===== src/rtl/i2c_byte_tx_pkg.sv =====
// Shared definitions for the single-byte I2C write master: FSM state
// encoding, counter widths and the pad-drive decode per phase/quarter.
package i2c_byte_tx_pkg;

    typedef enum logic [2:0] {
        IDLE,
        START,
        ADDR,
        ADDR_ACK,
        DATA,
        DATA_ACK,
        STOP
    } state_t;

    localparam int QW = 2;   // quarter index width (q0..q3)
    localparam int BW = 3;   // bit counter width (bit 0..7)

    // Open-drain enables {scl_oe, sda_oe} for a given phase and quarter.
    // tx_bit is the bit currently at the head of the shift register.
    function automatic logic [1:0] pad_drive(state_t st, logic [QW-1:0] q, logic tx_bit);
        logic [1:0] drive;
        drive = 2'b00;
        case (st)
            START:              drive = {1'b0, q[1]};
            ADDR, DATA:         drive = {~q[1], ~tx_bit};
            ADDR_ACK, DATA_ACK: drive = {~q[1], 1'b0};
            STOP:               drive = {~q[1], (q != 2'd3)};
            default:            drive = 2'b00;
        endcase
        return drive;
    endfunction

endpackage


===== src/rtl/i2c_byte_tx_tick.sv =====
// Quarter-period tick generator: counts 0..CLK_DIV-1 while run is high,
// parked at 0 otherwise; tick marks the last cycle of each quarter.
module i2c_tick_gen #(
    parameter int CLK_DIV = 250
) (
    input  logic clk,
    input  logic rst,
    input  logic run,
    output logic tick
);

    localparam int CW = (CLK_DIV > 1) ? $clog2(CLK_DIV) : 1;
    localparam logic [CW-1:0] LAST = CW'(CLK_DIV - 1);

    logic [CW-1:0] cnt_q, cnt_d;

    assign tick = run && (cnt_q == LAST);

    // Next count: wrap on tick, hold at zero when not running.
    always_comb begin
        cnt_d = cnt_q;
        if (!run || tick) begin
            cnt_d = '0;
        end else begin
            cnt_d = cnt_q + 1'b1;
        end
    end

    // Counter register.
    always_ff @(posedge clk or posedge rst) begin
        if (rst) begin
            cnt_q <= '0;
        end else begin
            cnt_q <= cnt_d;
        end
    end

endmodule


===== src/rtl/i2c_byte_tx.sv =====
// Write-only single-master I2C byte transmitter. Each accepted byte becomes
// START, SLAVE_ADDR+W, ACK, data, ACK, STOP on open-drain SCL/SDA enables.
// Handshake: a byte is taken on the clock edge where din_valid && din_ready;
// din_ready is high only in IDLE, so din_valid while busy is simply ignored.
module i2c_byte_tx
    import i2c_byte_tx_pkg::*;
#(
    parameter int         CLK_DIV    = 250,
    parameter logic [6:0] SLAVE_ADDR = 7'h50
) (
    input  logic       clk,
    input  logic       rst,
    input  logic [7:0] din,
    input  logic       din_valid,
    output logic       din_ready,
    output logic       busy,
    output logic       done,
    output logic       ack_err,
    output logic       scl_oe,
    output logic       sda_oe,
    input  logic       sda_i,
    output logic [2:0] state_o
);

    state_t          state_q, state_d;
    logic [QW-1:0]   q_q, q_d;
    logic [BW-1:0]   bit_q, bit_d;
    logic [7:0]      data_q, data_d;
    logic [7:0]      sh_q, sh_d;
    logic            ack_err_q, ack_err_d;
    logic            busy_q, busy_d;
    logic            done_q, done_d;
    logic            scl_q, scl_d;
    logic            sda_q, sda_d;
    logic            tick;
    logic            run;
    logic            accept;
    logic            ack_phase;

    assign run       = (state_q != IDLE);
    assign din_ready = (state_q == IDLE) && !rst;
    assign accept    = din_valid && din_ready;
    assign ack_phase = (state_q == ADDR_ACK) || (state_q == DATA_ACK);

    assign busy    = busy_q;
    assign done    = done_q;
    assign ack_err = ack_err_q;
    assign scl_oe  = scl_q;
    assign sda_oe  = sda_q;
    assign state_o = state_q;

    i2c_tick_gen #(
        .CLK_DIV (CLK_DIV)
    ) u_tick (
        .clk  (clk),
        .rst  (rst),
        .run  (run),
        .tick (tick)
    );

    // Next-state: advance one quarter per tick; phase changes at end of q3.
    always_comb begin
        state_d   = state_q;
        q_d       = q_q;
        bit_d     = bit_q;
        data_d    = data_q;
        sh_d      = sh_q;
        ack_err_d = ack_err_q;
        busy_d    = busy_q;
        done_d    = 1'b0;
        if (state_q == IDLE) begin
            if (accept) begin
                state_d   = START;
                q_d       = '0;
                bit_d     = '0;
                data_d    = din;
                sh_d      = {SLAVE_ADDR, 1'b0};
                ack_err_d = 1'b0;
                busy_d    = 1'b1;
            end
        end else if (tick) begin
            q_d = q_q + 1'b1;
            // The slave's ACK is sampled while SCL is high, at the end of q2.
            if (ack_phase && (q_q == 2'd2) && sda_i) begin
                ack_err_d = 1'b1;
            end
            if (q_q == 2'd3) begin
                case (state_q)
                    START: state_d = ADDR;
                    ADDR, DATA: begin
                        sh_d  = {sh_q[6:0], 1'b0};
                        bit_d = bit_q + 1'b1;
                        if (bit_q == 3'd7) begin
                            state_d = (state_q == ADDR) ? ADDR_ACK : DATA_ACK;
                        end
                    end
                    ADDR_ACK: begin
                        if (ack_err_q) begin
                            state_d = STOP;
                        end else begin
                            state_d = DATA;
                            sh_d    = data_q;
                        end
                    end
                    DATA_ACK: state_d = STOP;
                    STOP: begin
                        state_d = IDLE;
                        busy_d  = 1'b0;
                        done_d  = 1'b1;
                    end
                    default: state_d = IDLE;
                endcase
            end
        end
        // Pad enables are registered for the position being entered.
        {scl_d, sda_d} = pad_drive(state_d, q_d, sh_d[7]);
    end

    // FSM, datapath and registered pad outputs.
    always_ff @(posedge clk or posedge rst) begin
        if (rst) begin
            state_q   <= IDLE;
            q_q       <= '0;
            bit_q     <= '0;
            data_q    <= '0;
            sh_q      <= '0;
            ack_err_q <= 1'b0;
            busy_q    <= 1'b0;
            done_q    <= 1'b0;
            scl_q     <= 1'b0;
            sda_q     <= 1'b0;
        end else begin
            state_q   <= state_d;
            q_q       <= q_d;
            bit_q     <= bit_d;
            data_q    <= data_d;
            sh_q      <= sh_d;
            ack_err_q <= ack_err_d;
            busy_q    <= busy_d;
            done_q    <= done_d;
            scl_q     <= scl_d;
            sda_q     <= sda_d;
        end
    end

endmodule


===== config.mk =====
export PLATFORM = sky130hd
export DESIGN_NAME = i2c_byte_tx
export DESIGN_NICKNAME = d
export VERILOG_FILES = /design/src/rtl/i2c_byte_tx_pkg.sv /design/src/rtl/i2c_byte_tx_tick.sv /design/src/rtl/i2c_byte_tx.sv
export SDC_FILE = /design/constraint.sdc
export NUM_CORES = 1
export LEC_CHECK = 0
export ABC_AREA = 1
export BUFFER_PORTS_ARGS = -buffer_cell sky130_fd_sc_hd__buf_2
export CELL_PAD_IN_SITES_DETAIL_PLACEMENT = 2
export CELL_PAD_IN_SITES_GLOBAL_PLACEMENT = 2
export CORE_MARGIN = 4
export CORE_UTILIZATION = 34
export CTS_CLUSTER_DIAMETER = 80
export DETAILED_ROUTE_END_ITERATION = 8
export PLACE_DENSITY_LB_ADDON = 0.3
export SLEW_MARGIN = 20
export SYNTH_ARGS = -nofsm -noshare
export SYNTH_HDL_FRONTEND = slang
export SYNTH_SLANG_ARGS = --single-unit

===== constraint.sdc =====
create_clock -name clk -period 1.9 [get_ports clk]
set_input_delay 0.38 -clock clk [delete_from_list [all_inputs] [get_ports clk]]
set_output_delay 0.38 -clock clk [all_outputs]
set_load 0.05 [all_outputs]

==> results.sh <==
export IMPL_yosysTopAreaCell="dfrtp_1"
export IMPL_synth_area_leaders="dfrtp_1 (45%), nand2_1 (15%), inv_1 (6.0%)"
export IMPL_leakage_uw=0.00128
export IMPL_io_buffers=20
export IMPL_wl_per_cell_um=16.4
export IMPL_ys_ff_latch=37
export IMPL_cp_slowest_stage_delay_ns=0.47
export IMPL_synth_cell_types=29
export IMPL_powerDensity_nw_per_um2=614
export IMPL_synthesis_instances=260
export IMPL_start_util_pct=34.9
export IMPL_min_period_over_period_pct=96.1
export IMPL_worstSkewPairLatency_ns=0.29
export IMPL_final_core_util_pct=42.4
export IMPL_nNetsFinal=316
export IMPL_grt_pass1_vias=2034
export IMPL_critPathMaxFanout=8
export IMPL_cts_buffers=5
export IMPL_ant_nets=0
export IMPL_crit_chain="nor2_4 > nand2_4 > nor2_4 > buf_4"
export IMPL_drive_gt1_share_pct=27.1
export IMPL_drt_total_wl_um=6150
export IMPL_dieArea_sq_um=7390
export IMPL_firstDrtPassIters=4
export IMPL_drv_cap=0
export IMPL_hold_violations=0
export IMPL_synth_flop_cell="dfrtp_1"
export IMPL_synth_area_sq_um=2070
export IMPL_gp_congestion=0.780
export IMPL_async_reset_ff_share_pct=100
export IMPL_core_sq_um=5920
export IMPL_setup_worst_path_end_class="output port"
export IMPL_rows=28
export IMPL_r2r_slack_ns=0.11
export IMPL_clock_sinks=37
export IMPL_fin_cells=374
export IMPL_setup_violations_final=0
export IMPL_vias=1831
export IMPL_worstPathRequired_ns=1.52
export IMPL_fmax_mhz=547
export IMPL_io_pins=21
export IMPL_drc=0
export IMPL_maxSlewHeadroom_pct=67.9
export IMPL_grt_util_all_layers_pct=17.7
export IMPL_hp_class="primary input to asynchronous set/reset pin"
export IMPL_place_inst=357
export IMPL_slowest_stage="dfrtp_2"
export IMPL_cts_max_path_buffers=2
export IMPL_crit_top_cell="nor2_4"
export IMPL_seq_area_frac_synth_pct=44.8
export IMPL_rr_startpoint="state_o[1]"
export IMPL_dp_hpwl_um=4380
export IMPL_final_area_sq_um=2510
export IMPL_avgSynthCellArea_sq_um=7.95
export IMPL_overflow=0
export IMPL_path_clk_slew_ns=0.08
export IMPL_ys_warn_count=0
export IMPL_root_buffer="clkbuf_8"
export IMPL_worstMarginPinSlew_ns=0.481
export IMPL_synthesis_nets=278
export IMPL_critPathKind="flop to output port"
export IMPL_hold_buffers=0
export IMPL_rsz0062_at_grt="yes"
export IMPL_irDropWorstVdd_mv=0.397
export IMPL_status="finished clean"
export IMPL_antenna_cells=0
export IMPL_fin_crit_ns=1.83
export IMPL_viasPerCell=4.90
export IMPL_r2r_end="sh_q[6]"
export IMPL_cts_tree="yes"
export IMPL_syn_to_final_growth_pct=21.4
export IMPL_die_h_um=86.0
export IMPL_synth_edf_count=0
export IMPL_crit_path_start_kind="flop"
export IMPL_dieWidth_um=86.0
export IMPL_grt_pass1_wl_um=10200
export IMPL_r2r_cells=8
export IMPL_drt_initial_drc_count=40
export IMPL_slew_violations=0
export IMPL_antenna_found_initial=0
export IMPL_cp_arrival_ns=1.45
export IMPL_fin_skew_ns=0.00485
export IMPL_h_tree_depth=2
export IMPL_placed_cell_area_sq_um=2270
export IMPL_synth_top_area_share_pct=44.8
export IMPL_grt_max_degree=38
==> layout make-up <==
cell class              instances  area [sq um]
fillers                       702          3410
multi-input cells             181          1000
flip-flops and latches         37           930
repair buffers                 37           234
inverters                      36           138
well taps                      75          93.8
clock buffers                   6          72.6
clock inverters                 2          38.8
==> worst max-delay path by stage <==
stage	from	end	slack (ns)
floorplan	state_o[1]	sh_q[3]	-0.01
global placement	state_o[2]	sh_q[6]	0.12
detailed placement	state_o[2]	sh_q[6]	0.09
CTS	state_o[2]	sh_q[6]	0.01
global route	u_tick.cnt_q[1]	scl_oe	-0.09
finish	state_o[1]	din_ready	0.07
==> state kept, by name, summed over array words and instances (netlist names), 2 cells and up <==
signal,cells
state_o,3
u_tick.cnt_q,8
q_q,2
data_q,8
sh_q,8
bit_q,3
==> placed cells by master, fill, tap and decap left out, types with 2 or more instances in the layout <==
| cell type | instances |
|---|---|
| o21ai_0 | 6 |
| a22oi_1 | 3 |
| nand2_1 | 82 |
| nand2_2 | 4 |
| nand4_1 | 3 |
| ha_1 | 5 |
| a21oi_2 | 3 |
| nand3_1 | 14 |
| a22o_1 | 2 |
| nor3b_1 | 2 |
| dfrtp_1 | 34 |
| clkbuf_8 | 5 |
| nor2_1 | 14 |
| nand2_4 | 5 |
| nor2_2 | 2 |
| buf_4 | 17 |
| dfrtp_2 | 3 |
| a21oi_1 | 8 |
| o211ai_1 | 2 |
| o21ai_1 | 4 |
| nor3_1 | 6 |
| buf_2 | 19 |
| inv_1 | 30 |
| nand3_4 | 2 |
| inv_2 | 5 |
| nor2_4 | 6 |
==> critical path, delay by kind of cell (launching register included) <==
family	cells	cell delay, ns
AND/OR/NAND/NOR	3	0.47
flip-flops	1	0.47
buffers and inverters	1	0.22
==> per-layer routing <==
layer	wire length [um]	track usage (%)	share of wire (%)
met1	2730	22.4	44
met3	184	2.88	3.0
met5	0	0	0
met2	3180	31.5	52
met4	63	4.32	1.0
==> per-stage QoR <==
stage / power [uW] / hold WS, ns / setup TNS (ns) / worst slack (ns)
5_1_grt: 1610 / 0.279 / -0.191 / -0.0900
2_1_floorplan: 844 / 0.449 / -0.0227 / -0.00956
3_3_place_gp: 869 / 0.464 / 0 / 0.115
3_5_place_dp: 871 / 0.467 / 0 / 0.0863
4_1_cts: 1560 / 0.265 / 0 / 0.0100
6_report: 1540 / 0.243 / 0 / 0.0735
==> cells by family after synthesis <==
logic type      count (synthesis)  synth area share [%]
flops                          37                  44.8
xor+xnor                        1                 0.424
fa+ha+maj                       6                  3.63
simple gates                  143                  32.6
buf+inv                        42                  9.50
compound gates                 31                  9.02
==> synth_stat cells (4+ instances only) <==
cell     number
a21oi_1      10
a22oi_1       4
buf_6         5
dfrtp_1      37
ha_1          6
inv_1        33
nand2_1      85
nand3_1      14
nor2_1       16
nor2_4        5
nor3_1        6
o21ai_0       8
==> power by group <==
part           internal, uW  switching (uW)
Sequential              797            7.10
Clock                   394             293
Combinational          16.0            33.5
==> repair_timing <==
action,in CTS,in global routing
setup buffers,0,9
gates resized for setup,1,18
setup endpoints to repair,1,14
pin swaps,0,10
(Power assumes the default switching activity.)
